### config.mk
export PLATFORM = sky130hd
export DESIGN_NAME = c5_mult
export DESIGN_NICKNAME = d
export VERILOG_FILES = /design/src/rtl/c5_mult_pkg.sv /design/src/rtl/c5_adder.sv /design/src/rtl/c5_mult.sv
export SDC_FILE = /design/constraint.sdc
export NUM_CORES = 1
export LEC_CHECK = 0
export ABC_CLOCK_PERIOD_IN_PS = 8200
export CAP_MARGIN = 30
export CORE_ASPECT_RATIO = 2
export CORE_MARGIN = 3
export CORE_UTILIZATION = 30
export DETAILED_ROUTE_END_ITERATION = 8
export GPL_TIMING_DRIVEN = 0
export PLACE_DENSITY = 0.45
export SETUP_SLACK_MARGIN = 0.5
export SLEW_MARGIN = 0
export SYNTH_ARGS = -nofsm -noshare
export SYNTH_HDL_FRONTEND = slang
export SYNTH_SLANG_ARGS = --single-unit
### constraint.sdc
create_clock -name I_clk -period 8.2 [get_ports I_clk]
set_input_delay 1.64 -clock I_clk [delete_from_list [all_inputs] [get_ports I_clk]]
set_output_delay 1.64 -clock I_clk [all_outputs]
set_load 0.1 [all_outputs]
### src/rtl/c5_mult_pkg.sv
// rtl/c5_mult_pkg.sv - shared MULT_*/ALU_* function codes and multiplier state encodings
package c5_mult_pkg;

  localparam logic [3:0] MULT_NOTHING       = 4'd0;
  localparam logic [3:0] MULT_READ_LO       = 4'd1;
  localparam logic [3:0] MULT_READ_HI       = 4'd2;
  localparam logic [3:0] MULT_WRITE_LO      = 4'd3;
  localparam logic [3:0] MULT_WRITE_HI      = 4'd4;
  localparam logic [3:0] MULT_MULT          = 4'd5;
  localparam logic [3:0] MULT_SIGNED_MULT   = 4'd6;
  localparam logic [3:0] MULT_DIVIDE        = 4'd7;
  localparam logic [3:0] MULT_SIGNED_DIVIDE = 4'd8;

  localparam logic [3:0] ALU_NOTHING          = 4'd0;
  localparam logic [3:0] ALU_ADD              = 4'd1;
  localparam logic [3:0] ALU_SUBTRACT         = 4'd2;
  localparam logic [3:0] ALU_LESS_THAN        = 4'd3;
  localparam logic [3:0] ALU_LESS_THAN_SIGNED = 4'd4;
  localparam logic [3:0] ALU_OR               = 4'd5;
  localparam logic [3:0] ALU_AND              = 4'd6;
  localparam logic [3:0] ALU_XOR              = 4'd7;
  localparam logic [3:0] ALU_NOR              = 4'd8;

  typedef enum logic [1:0] {
    IDLE = 2'd0,
    CALC = 2'd1,
    FIX  = 2'd2
  } mult_state_t;

endpackage

### src/rtl/c5_adder.sv
// rtl/c5_adder.sv - add/subtract with carry-out; for subtract, sum_o[WIDTH] set means no borrow
module c5_adder #(
  parameter int WIDTH = 33
) (
  input  logic [WIDTH-1:0] a_i,
  input  logic [WIDTH-1:0] b_i,
  input  logic             do_add_i,
  output logic [WIDTH:0]   sum_o
);

  logic [WIDTH:0] b_ext;

  assign b_ext = do_add_i ? {1'b0, b_i} : {1'b0, ~b_i};
  assign sum_o = {1'b0, a_i} + b_ext + {{WIDTH{1'b0}}, ~do_add_i};

endmodule

### src/rtl/c5_mult.sv
// rtl/c5_mult.sv - iterative 32x32 multiply / restoring divide unit with HI/LO registers
module c5_mult
  import c5_mult_pkg::*;
#(
  parameter int WIDTH = 32
) (
  input  logic             I_clk,
  input  logic             I_reset,
  input  logic [WIDTH-1:0] I_a_in,
  input  logic [WIDTH-1:0] I_b_in,
  input  logic [3:0]       I_mult_func,
  output logic [WIDTH-1:0] O_c_mult,
  output logic             O_pause
);

  localparam int CW = $clog2(WIDTH) + 1;

  mult_state_t      state_q, state_d;
  logic [CW-1:0]    count_q, count_d;
  logic [WIDTH-1:0] hi_q, hi_d, lo_q, lo_d;
  logic [WIDTH-1:0] a_q, a_d, b_q, b_d;
  logic             div_q, div_d, neg_q, neg_d, neg_rem_q, neg_rem_d;

  logic [WIDTH:0]     add_a, add_b;
  logic [WIDTH+1:0]   add_sum;
  logic [2*WIDTH-1:0] prod_neg;
  logic               is_signed, is_div;

  // Divide feeds {remainder, next dividend bit}; multiply feeds HI plus the gated multiplicand.
  assign add_a = div_q ? {hi_q, a_q[WIDTH-1]} : {1'b0, hi_q};
  assign add_b = div_q ? {1'b0, b_q} : (b_q[0] ? {1'b0, a_q} : '0);

  c5_adder #(.WIDTH(WIDTH + 1)) u_adder (
    .a_i      (add_a),
    .b_i      (add_b),
    .do_add_i (~div_q),
    .sum_o    (add_sum)
  );

  assign prod_neg = -{hi_q, lo_q};

  always_comb begin
    state_d   = state_q;
    count_d   = count_q;
    hi_d      = hi_q;
    lo_d      = lo_q;
    a_d       = a_q;
    b_d       = b_q;
    div_d     = div_q;
    neg_d     = neg_q;
    neg_rem_d = neg_rem_q;
    is_signed = (I_mult_func == MULT_SIGNED_MULT) || (I_mult_func == MULT_SIGNED_DIVIDE);
    is_div    = (I_mult_func == MULT_DIVIDE) || (I_mult_func == MULT_SIGNED_DIVIDE);

    case (state_q)
      CALC: begin
        if (div_q) begin
          if (add_sum[WIDTH+1]) begin
            hi_d = add_sum[WIDTH-1:0];
            lo_d = {lo_q[WIDTH-2:0], 1'b1};
          end else begin
            hi_d = {hi_q[WIDTH-2:0], a_q[WIDTH-1]};
            lo_d = {lo_q[WIDTH-2:0], 1'b0};
          end
          a_d = {a_q[WIDTH-2:0], 1'b0};
        end else begin
          hi_d = add_sum[WIDTH:1];
          lo_d = {add_sum[0], lo_q[WIDTH-1:1]};
          b_d  = {1'b0, b_q[WIDTH-1:1]};
        end
        count_d = count_q - 1'b1;
        if (count_q == CW'(1)) state_d = FIX;
      end
      FIX: begin
        if (div_q) begin
          if (neg_q)     lo_d = -lo_q;
          if (neg_rem_q) hi_d = -hi_q;
        end else if (neg_q) begin
          {hi_d, lo_d} = prod_neg;
        end
        state_d = IDLE;
      end
      default: ;
    endcase

    // Writes and new operations take effect from any state, aborting work in flight.
    case (I_mult_func)
      MULT_WRITE_LO: begin
        lo_d    = I_a_in;
        state_d = IDLE;
      end
      MULT_WRITE_HI: begin
        hi_d    = I_a_in;
        state_d = IDLE;
      end
      MULT_MULT, MULT_SIGNED_MULT, MULT_DIVIDE, MULT_SIGNED_DIVIDE: begin
        a_d       = (is_signed && I_a_in[WIDTH-1]) ? -I_a_in : I_a_in;
        b_d       = (is_signed && I_b_in[WIDTH-1]) ? -I_b_in : I_b_in;
        neg_d     = is_signed && (I_a_in[WIDTH-1] ^ I_b_in[WIDTH-1]);
        neg_rem_d = is_signed && is_div && I_a_in[WIDTH-1];
        div_d     = is_div;
        hi_d      = '0;
        lo_d      = '0;
        count_d   = CW'(WIDTH);
        state_d   = CALC;
      end
      default: ;
    endcase
  end

  always_ff @(posedge I_clk) begin
    if (I_reset) begin
      state_q   <= IDLE;
      count_q   <= '0;
      hi_q      <= '0;
      lo_q      <= '0;
      a_q       <= '0;
      b_q       <= '0;
      div_q     <= 1'b0;
      neg_q     <= 1'b0;
      neg_rem_q <= 1'b0;
    end else begin
      state_q   <= state_d;
      count_q   <= count_d;
      hi_q      <= hi_d;
      lo_q      <= lo_d;
      a_q       <= a_d;
      b_q       <= b_d;
      div_q     <= div_d;
      neg_q     <= neg_d;
      neg_rem_q <= neg_rem_d;
    end
  end

  assign O_c_mult = (I_mult_func == MULT_READ_LO) ? lo_q :
                    (I_mult_func == MULT_READ_HI) ? hi_q : '0;
  assign O_pause  = ((I_mult_func == MULT_READ_LO) || (I_mult_func == MULT_READ_HI)) &&
                    (state_q != IDLE);

endmodule
* Word-level counts from Yosys, hierarchy flattened
Index checks and enable logic that the tools add are counted.
** Cells by class
- $add $sub $neg :: 8
- Reduce and logical (&&, ||, !) cells :: 23
- Multiplexer cells :: 33
- Equal/unequal tests :: 16
- Bitwise gates (word level) :: 2
** Operators with widths (number)
- two-way mux 32 bit :: 21
- one-hot mux 32 bit (2 select lines) :: 4
- negation 32 bit :: 4
- two-way mux 33 bit :: 2
- negation 64 bit :: 1
- adder 33 x 34 -> 34 bit :: 1
- adder 34 x 1 -> 34 bit :: 1
- inverter 32 -> 33 bit :: 1
- == test 4 x 3 -> 1 bit, second input constant :: 4
- two-way mux 6 bit :: 2
- nonzero test 4 bit :: 3
- inequality test 5 bit, second input constant :: 2
- == test 4 x 2 -> 1 bit, second input constant :: 2
- inequality test 4 bit, second input constant :: 2
- one-hot mux 2 bit (2 select lines) :: 2
- AND reduction 2 bit :: 4
- == test 6 x 1 -> 1 bit, second input constant :: 1
- logical AND 1 bit :: 6
- nonzero test 2 bit :: 3
- subtractor 6 x 1 -> 6 bit, second input constant :: 1
- OR reduction 5 bit :: 1
- == test 4 x 1 -> 1 bit, second input constant :: 1
- == test 4 bit, second input constant :: 1
- OR reduction 4 bit :: 1
- 9 further kinds :: 11
** Storage, ports and cells
- Output and inout port bits :: 33
- Word-level logic and storage cells :: 92
- Register bits :: 139
- Bits of input ports :: 70

* Depth between registers and ports, before layout
Gate-level depths: netlist of run 1.
- Depth in word-level cells :: 10
- Gate-level depth with buffers :: 19
- Gate-level depth less buffers :: 13

* Cells and area by module
From an unflattened synthesis of run 1, not the netlist that was laid out.
** Second synthesis, totals
- Cells, all modules :: 1862
- Area total of the unflattened synthesis :: 13618.1 sq um
** Modules (own cells, without submodules)
- c5_mult :: times used 1, area an instance 11395.9 sq um, cells an instance 1546, seq. area each 2782.7 sq um
- c5_adder :: times used 1, area an instance 2222.1 sq um, cells an instance 316, seq. area each 0.0 sq um

* Worst setup path after synthesis of run 1
OpenSTA, ideal clock, no wires.
- Path kind :: in2out
- Start :: input I_mult_func[1]
- End :: output O_c_mult[10]
- Setup slack :: 2.978 ns
- Cell stages on the path :: 4
- Path buffers :: 2
- Data arrival time :: 3.582 ns
- Data required time :: 6.560 ns
- Path through :: clkbuf_1 > nor4b_1 > clkbuf_1 > a22o_1
** Between the ends
- Longest elaborated chain between the ends :: 3
- Elaborated cells on any way between the ends :: 4
- Those cells by class :: 2 x eq/ne; 2 x mux
** RTL lines
- start, declared :: line c5_mult.sv:11 : input logic [3:0] I_mult_func,
- == test 4 x 2 -> 1 bit :: line c5_mult.sv:136 : (I_mult_func == MULT_READ_HI) ? hi_q : '0;
- two-way mux 32 bit :: line c5_mult.sv:136
- two-way mux 32 bit * :: line c5_mult.sv:135 : assign O_c_mult = (I_mult_func == MULT_READ_LO) ? lo_q :
- end, declared :: line c5_mult.sv:12 : output logic [WIDTH-1:0] O_c_mult,
Every way passes the cells marked *; elsewhere a longest branch is shown, timed or not.

* Worst setup path in the final report of run 1
- Start :: input I_mult_func[0]
- End :: output O_c_mult[30]
The elaborated chain is that of the path after synthesis.

==> results.toml, run 1 <==
[min_path]
hold_start = "b_q[29]$_SDFFE_PP0P_"
hold_class = "register to register"

[logic_synthesis]
ys_warn_count = 0
synth_compound_area_share_pct = 31.5
synth.top_cell.area_share_pct = 21.4
synth_area_sq_um = 13000
synthAdderAreaFrac_pct = 3.72
synth_top_family_by_area = "compound AO/OA/AOI/OAI gates"
netlist_instances = 1804
synth_edf_count = 0
synth_ff_type = "dfxtp_1"
yosysSeqAreaShare_pct = 21.4
ys_seq_elements = 139
muxShareOfSynthArea_pct = 6.03
synth-xor-area-share_pct = 8.30
synthTopCellsByArea = "dfxtp_1 (21%), nor2_1 (5.8%), o21ai_0 (5.6%)"
async_flop_share_pct = 0
synth_cell_type_count = 86
syn-num-nets = 1912
synth_simple_gate_area_share_pct = 23.1
synth_top_area_cell = "dfxtp_1"
syn_area_per_cell_sq_um = 7.20

[setup_path]
worst-setup-path-type = "input port to primary output"
cp-startpoint = "I_mult_func[0]"
crit_fanout = 10
start_kind = "input port"
cp.arrival_ns = 5.22
r2r-start = "div_q$_SDFFE_PP0N_"
critPathRequiredTime_ns = 6.56
cp-end-kind = "primary output"

[cells_and_area]
diodes = 0
area_growth_syn_to_layout_pct = 17.9
drive_above_1_share_pct = 6.50
utilization_pct = 35.8
finalNetCount = 2034

[clock_tree]
clk-insertion-delay-late_ns = 0.46
cts_hold_buf = 0
postCtsSetupBuffers = 0
htree_levels = 4
cts.sinks = 139
cts_made_buffers = 17
cts_tree = "yes"
clockBufferDepth = 2
cts-root-buf = "clkbuf_16"
clk_pin_slew_ns = 0.07
cts_resized = 0

[routing]
drc = 0
drtPass1Iterations = 5
ant_nets = 0
route.vias.total = 15100
wl_microns = 71400
wire_per_inst_microns = 28.8
post_drt_via_cell_ratio = 6.09
drt-initial-drc-count = 1387

[global_route]
grt_pass1_vias = 14700
track_usage_pct = 29.9
grt_first_pass_wirelength_microns = 101000
grt.overflow.total = 0
grt_max_degree = 17
antenna_found_initial = 0

[placed_design]
io_buffers = 97
dpl.hpwl_microns = 57000
gp_congestion = 1.02

[sta]
setup_viol = 0
tightest_slew_ns = 1.11
max_freq_mhz = 146
finalSetupTns_ns = 0
min_period_ns = 6.86
hold_viol = 0
slew_headroom_pct = 25.3
finalCritPeriodShare_pct = 83.6
maxSlewViolCount = 0
hold_slack_ns = 0.512
grt_setup_unrepaired = "no"
fin_worst_skew_ns = 0.0110

[floorplanning]
core_sq_um = 42700
die_y_microns = 300
ios = 103
die_area_sq_um = 46000
rows = 107
die_w_microns = 153
start_util_pct = 30.4

[pwr]
p_per_area_nw_per_um2 = 160
p_leak_nw = 5.30
ir_worst_vdd_mv = 0.142

[run_status]
outcome = "complete, no violations"

[run]
cap_violations = 0
-- path summary, 6_finish.rpt --
check | endpoint | slack (ns) | cells past startpoint
setup reg to reg | hi_q[22]$_SDFFE_PP0P_ | 1.53 | 17
setup / recovery | O_c_mult[30] | 1.34 | 5
hold reg to reg | b_q[29]$_SDFFE_PP0P_ | 0.51 | 2
hold / removal | b_q[29]$_SDFFE_PP0P_ | 0.51 | 2
-- metal layers --
layer / GRT usage (%) / vias up / routed length [microns] / part of all wire (%)
li1: - / 6956 / - / -
met1: 29.0 / 7145 / 23700 / 33
met2: 53.7 / 739 / 35600 / 50
met3: 4.42 / 284 / 4010 / 5.6
met4: 27.6 / 0 / 8090 / 11
met5: 0 / - / 0 / 0
-- synth_stat cells, types with 10 or more instances --
library cell	n
a211oi_1	42
a21o_1	20
a21oi_1	129
a221o_1	10
a221oi_1	19
a22o_1	34
a22oi_1	37
a311oi_1	34
a31oi_1	15
buf_1	13
buf_2	12
clkbuf_1	135
dfxtp_1	139
ha_1	37
inv_1	33
mux2_2	34
mux2i_1	40
nand2_1	174
nand3_1	58
nand4_1	14
nor2_1	199
nor3_1	44
nor4_1	22
o211ai_1	12
o21a_1	10
o21ai_0	144
o22ai_1	16
o31ai_1	12
or3_1	22
or4_1	14
xnor2_1	75
xor2_1	48
-- cell families (layout without fill, tap and decap cells) --
family,count (synthesis),after routing
AO/OA/AOI/OAI,609,609
XOR/XNOR,123,123
adder cells (fa/ha/maj),38,38
buffers and inverters,196,331
flip-flops,139,139
multiplexers,74,74
AND/OR/NAND/NOR,625,625
-- cell usage in the layout (no fill, tap or decap), types with 15 or more instances in the layout --
cell,count
clkbuf_1,137
inv_1,33
ha_1,37
a221oi_1,19
clkdlybuf4s50_1,97
or3_1,22
o22ai_1,16
clkbuf_16,17
nand3_1,58
a311oi_1,34
o21ai_0,144
xnor2_1,75
nor2_1,199
nor3_1,44
a21oi_1,129
a211oi_1,42
dfxtp_1,139
a31oi_1,15
nand2_1,174
a22oi_1,37
a21o_1,20
mux2_2,34
xor2_1,48
mux2i_1,40
a22o_1,34
nor4_1,22
-- through the flow --
stage	total power, mW	setup WS (ns)	std cells	area, sq um
3_3_place_gp	1.61	0.930	2446	14600
3_5_place_dp	1.62	1.34	2448	14700
6_report	2.45	1.34	2484	15300
4_1_cts	2.43	1.32	2480	15300
2_1_floorplan	1.30	2.98	1804	13000
5_1_grt	2.53	1.35	2484	15300
-- registers in the layout (all words and copies together), names as in the netlist, named ones only --
register,flops
neg_rem_q,1
b_q,32
state_q,2
a_q,32
hi_q,31
count_q,6
div_q,1
neg_q,1
lo_q,31
-- critical path, stage by stage --
cell             delay [ns]
clkdlybuf4s50_1        0.63
nor4b_2                0.82
clkbuf_1               0.70
a22o_1                 0.27
clkdlybuf4s50_1        1.14
-- power by group --
| group | leakage, nW | internal, mW | switching (mW) |
|---|---|---|---|
| sequential | 1.14 | 0.730 | 0.0609 |
| combinational | 3.88 | 0.280 | 0.563 |
| clock | 0.276 | 0.448 | 0.371 |
| total | 5.30 | 1.46 | 0.994 |
-- cell type report --
cell class              instances  area [sq um]
plain buffers                 163           636
flip-flops and latches        139          2780
well taps                     545           682
multi-input cells            1469          9450
clock inverters                10           108
clock buffers                  22           474
repair buffers                103          1050
inverters                      33           124
fillers                      4668         27400
No activity file was read; power rests on OpenSTA's default activity.
==> run 2: changes to the inputs <==
--- a/config.mk
+++ b/config.mk
@@ -5,7 +5,7 @@
 export SDC_FILE = /design/constraint.sdc
 export NUM_CORES = 1
 export LEC_CHECK = 0
-export ABC_CLOCK_PERIOD_IN_PS = 8200
+export ABC_CLOCK_PERIOD_IN_PS = 7200
 export CAP_MARGIN = 30
 export CORE_ASPECT_RATIO = 2
 export CORE_MARGIN = 3
==> constraint.sdc (replaced) <==
create_clock -name I_clk -period 7.2 [get_ports I_clk]
set_input_delay 1.44 -clock I_clk [delete_from_list [all_inputs] [get_ports I_clk]]
set_output_delay 1.44 -clock I_clk [all_outputs]
set_load 0.1 [all_outputs]
==> results.toml, run 2 (synthesized netlist as in run 1, its figures left out) <==
[run_status]
outcome = "complete, no violations"

[clock_tree]
clk-insertion-delay-late_ns = 0.47
cts-root-buf = "clkbuf_16"
htree_levels = 4
clk_pin_slew_ns = 0.07
cts.sinks = 139
cts_made_buffers = 17
cts_tree = "yes"
clockBufferDepth = 2
postCtsSetupBuffers = 0

[pwr]
ir_worst_vdd_mv = 0.164
switching_share_pct = 40.6
p_leak_nw = 5.30
p_int_mw = 1.66
p_per_area_nw_per_um2 = 183
power_frac_comb_pct = 34.3
power_mw = 2.79
power_switching_mw = 1.13
p_clk_share_pct = 33.4
p_seq_share_pct = 32.2

[global_route]
grt_max_degree = 17
antenna_found_initial = 0
track_usage_pct = 29.9
grt.overflow.total = 0
grt_first_pass_wirelength_microns = 101000
grt_pass1_vias = 14700

[sta]
slew_headroom_pct = 27.4
hold_viol = 0
layout_setup_ws_ns = 0.537
grt_setup_unrepaired = "yes"
min_period_ns = 6.66
setup_viol = 0
max_freq_mhz = 150
finalCritPeriodShare_pct = 92.5
finalSetupTns_ns = 0
fin_worst_skew_ns = 0.00944
maxSlewViolCount = 0
tightest_slew_ns = 1.09

[setup_path]
cp-end-kind = "register"
cp-startpoint = "div_q$_SDFFE_PP0N_"
critPathRequiredTime_ns = 7.58
cp.arrival_ns = 7.05
crit_fanout = 10
start_kind = "register"
r2r-start = "div_q$_SDFFE_PP0N_"
worst-setup-path-type = "register to register"
reg2reg_slack_ns = 0.54

[run]
cap_violations = 0

[cells_and_area]
final_common_cell = "nor2_1"
n_fill_cell = 4669
multi_input_area_sq_um = 9450
final_cell_mix = "nor2_1 (199), nand2_1 (174), o21ai_0 (144)"
diodes = 0
finalNetCount = 2032
area_growth_syn_to_layout_pct = 17.8
reg.largest.list = "a_q x32, b_q x32"
regArea_sq_um = 2780
drive_above_1_share_pct = 6.56

[floorplanning]
core_sq_um = 42700
die_w_microns = 153
die_y_microns = 300
rows = 107
die_area_sq_um = 46000
start_util_pct = 30.4
ios = 103

[placed_design]
io_buffers = 97
dpl.hpwl_microns = 57000
place_worst_setup_slack_ns = 0.345
gp_congestion = 1.02

[routing]
wire_per_inst_microns = 28.8
drt-initial-drc-count = 1380
drc = 0
wl_microns = 71400
ant_nets = 0
post_drt_via_cell_ratio = 6.11
route.vias.total = 15200
drtPass1Iterations = 6

[min_path]
hold_class = "register to register"
hold_start = "a_q[10]$_SDFFE_PP0P_"
[run 2: cell types whose count changed in the layout (fill, tap and decap cells not counted)]
cell and change:
clkbuf_1 -4, clkdlybuf4s15_1 +1, clkbuf_2 +3, buf_8 -2
[run 2: worst max-delay path, stage by stage, from the launching register on]
cell	delay, ns
dfxtp_1	0.41
clkdlybuf4s15_1	0.76
clkbuf_2	0.56
clkbuf_1	0.67
clkbuf_1	0.69
mux2_2	0.43
ha_1	0.29
clkbuf_1	0.19
a21o_1	0.19
a21oi_1	0.27
a2bb2oi_1	0.57
nand2_1	0.15
nor3_1	0.56
buf_2	0.40
nand2_1	0.09
o2111ai_1	0.11
a2bb2oi_1	0.22
[run 2: power by group through the flow]
stage | clock network [mW] | registers (mW) | logic [mW]
3_3_place_gp | 0 | 0.915 | 0.924
5_1_grt | 0.955 | 0.906 | 1.02
6_report | 0.934 | 0.900 | 0.958
3_5_place_dp | 0 | 0.914 | 0.931
2_1_floorplan | 0 | 0.886 | 0.595
4_1_cts | 0.937 | 0.897 | 0.936
[run 2: path summary, 6_finish.rpt]
kind | endpoint | depth (start not counted)
setup reg to reg | hi_q[22]$_SDFFE_PP0P_ | 16
hold / removal | a_q[10]$_SDFFE_PP0P_ | 2
hold reg to reg | a_q[10]$_SDFFE_PP0P_ | 2
setup / recovery | hi_q[22]$_SDFFE_PP0P_ | 16
[run 2: cell type report]
class,count,share of cell area (%)
flip-flops and latches,139,18.2
inverters,33,0.810
clock inverters,10,0.704
clock buffers,22,3.10
repair buffers,101,6.67
plain buffers,163,4.22
multi-input cells,1469,61.8
well taps,545,4.46
[run 2: what timing repair did]
item                       CTS  global route
pin swaps                    0             0
setup endpoints to repair   15            14
resized for setup            1             6
hold buffers                 0             0
[run 2: metrics by stage]
step                util (%)  instance area, sq um  hold slack, ns  instances
global route            35.8                 15300           0.527       2482
detailed placement      34.4                 14700           0.494       2448
finish                  35.8                 15300           0.512       2482
CTS                     35.7                 15300           0.510       2480
global placement        34.3                 14600           0.494       2446
floorplan                  -                 13000           0.447       1804
[run 2: per-layer routing]
| layer | wire [microns] | global-route usage, % |
|---|---|---|
| met3 | 4030 | 4.61 |
| met5 | 0 | 0 |
| met1 | 23800 | 28.9 |
| met2 | 35700 | 53.7 |
| met4 | 7950 | 27.6 |
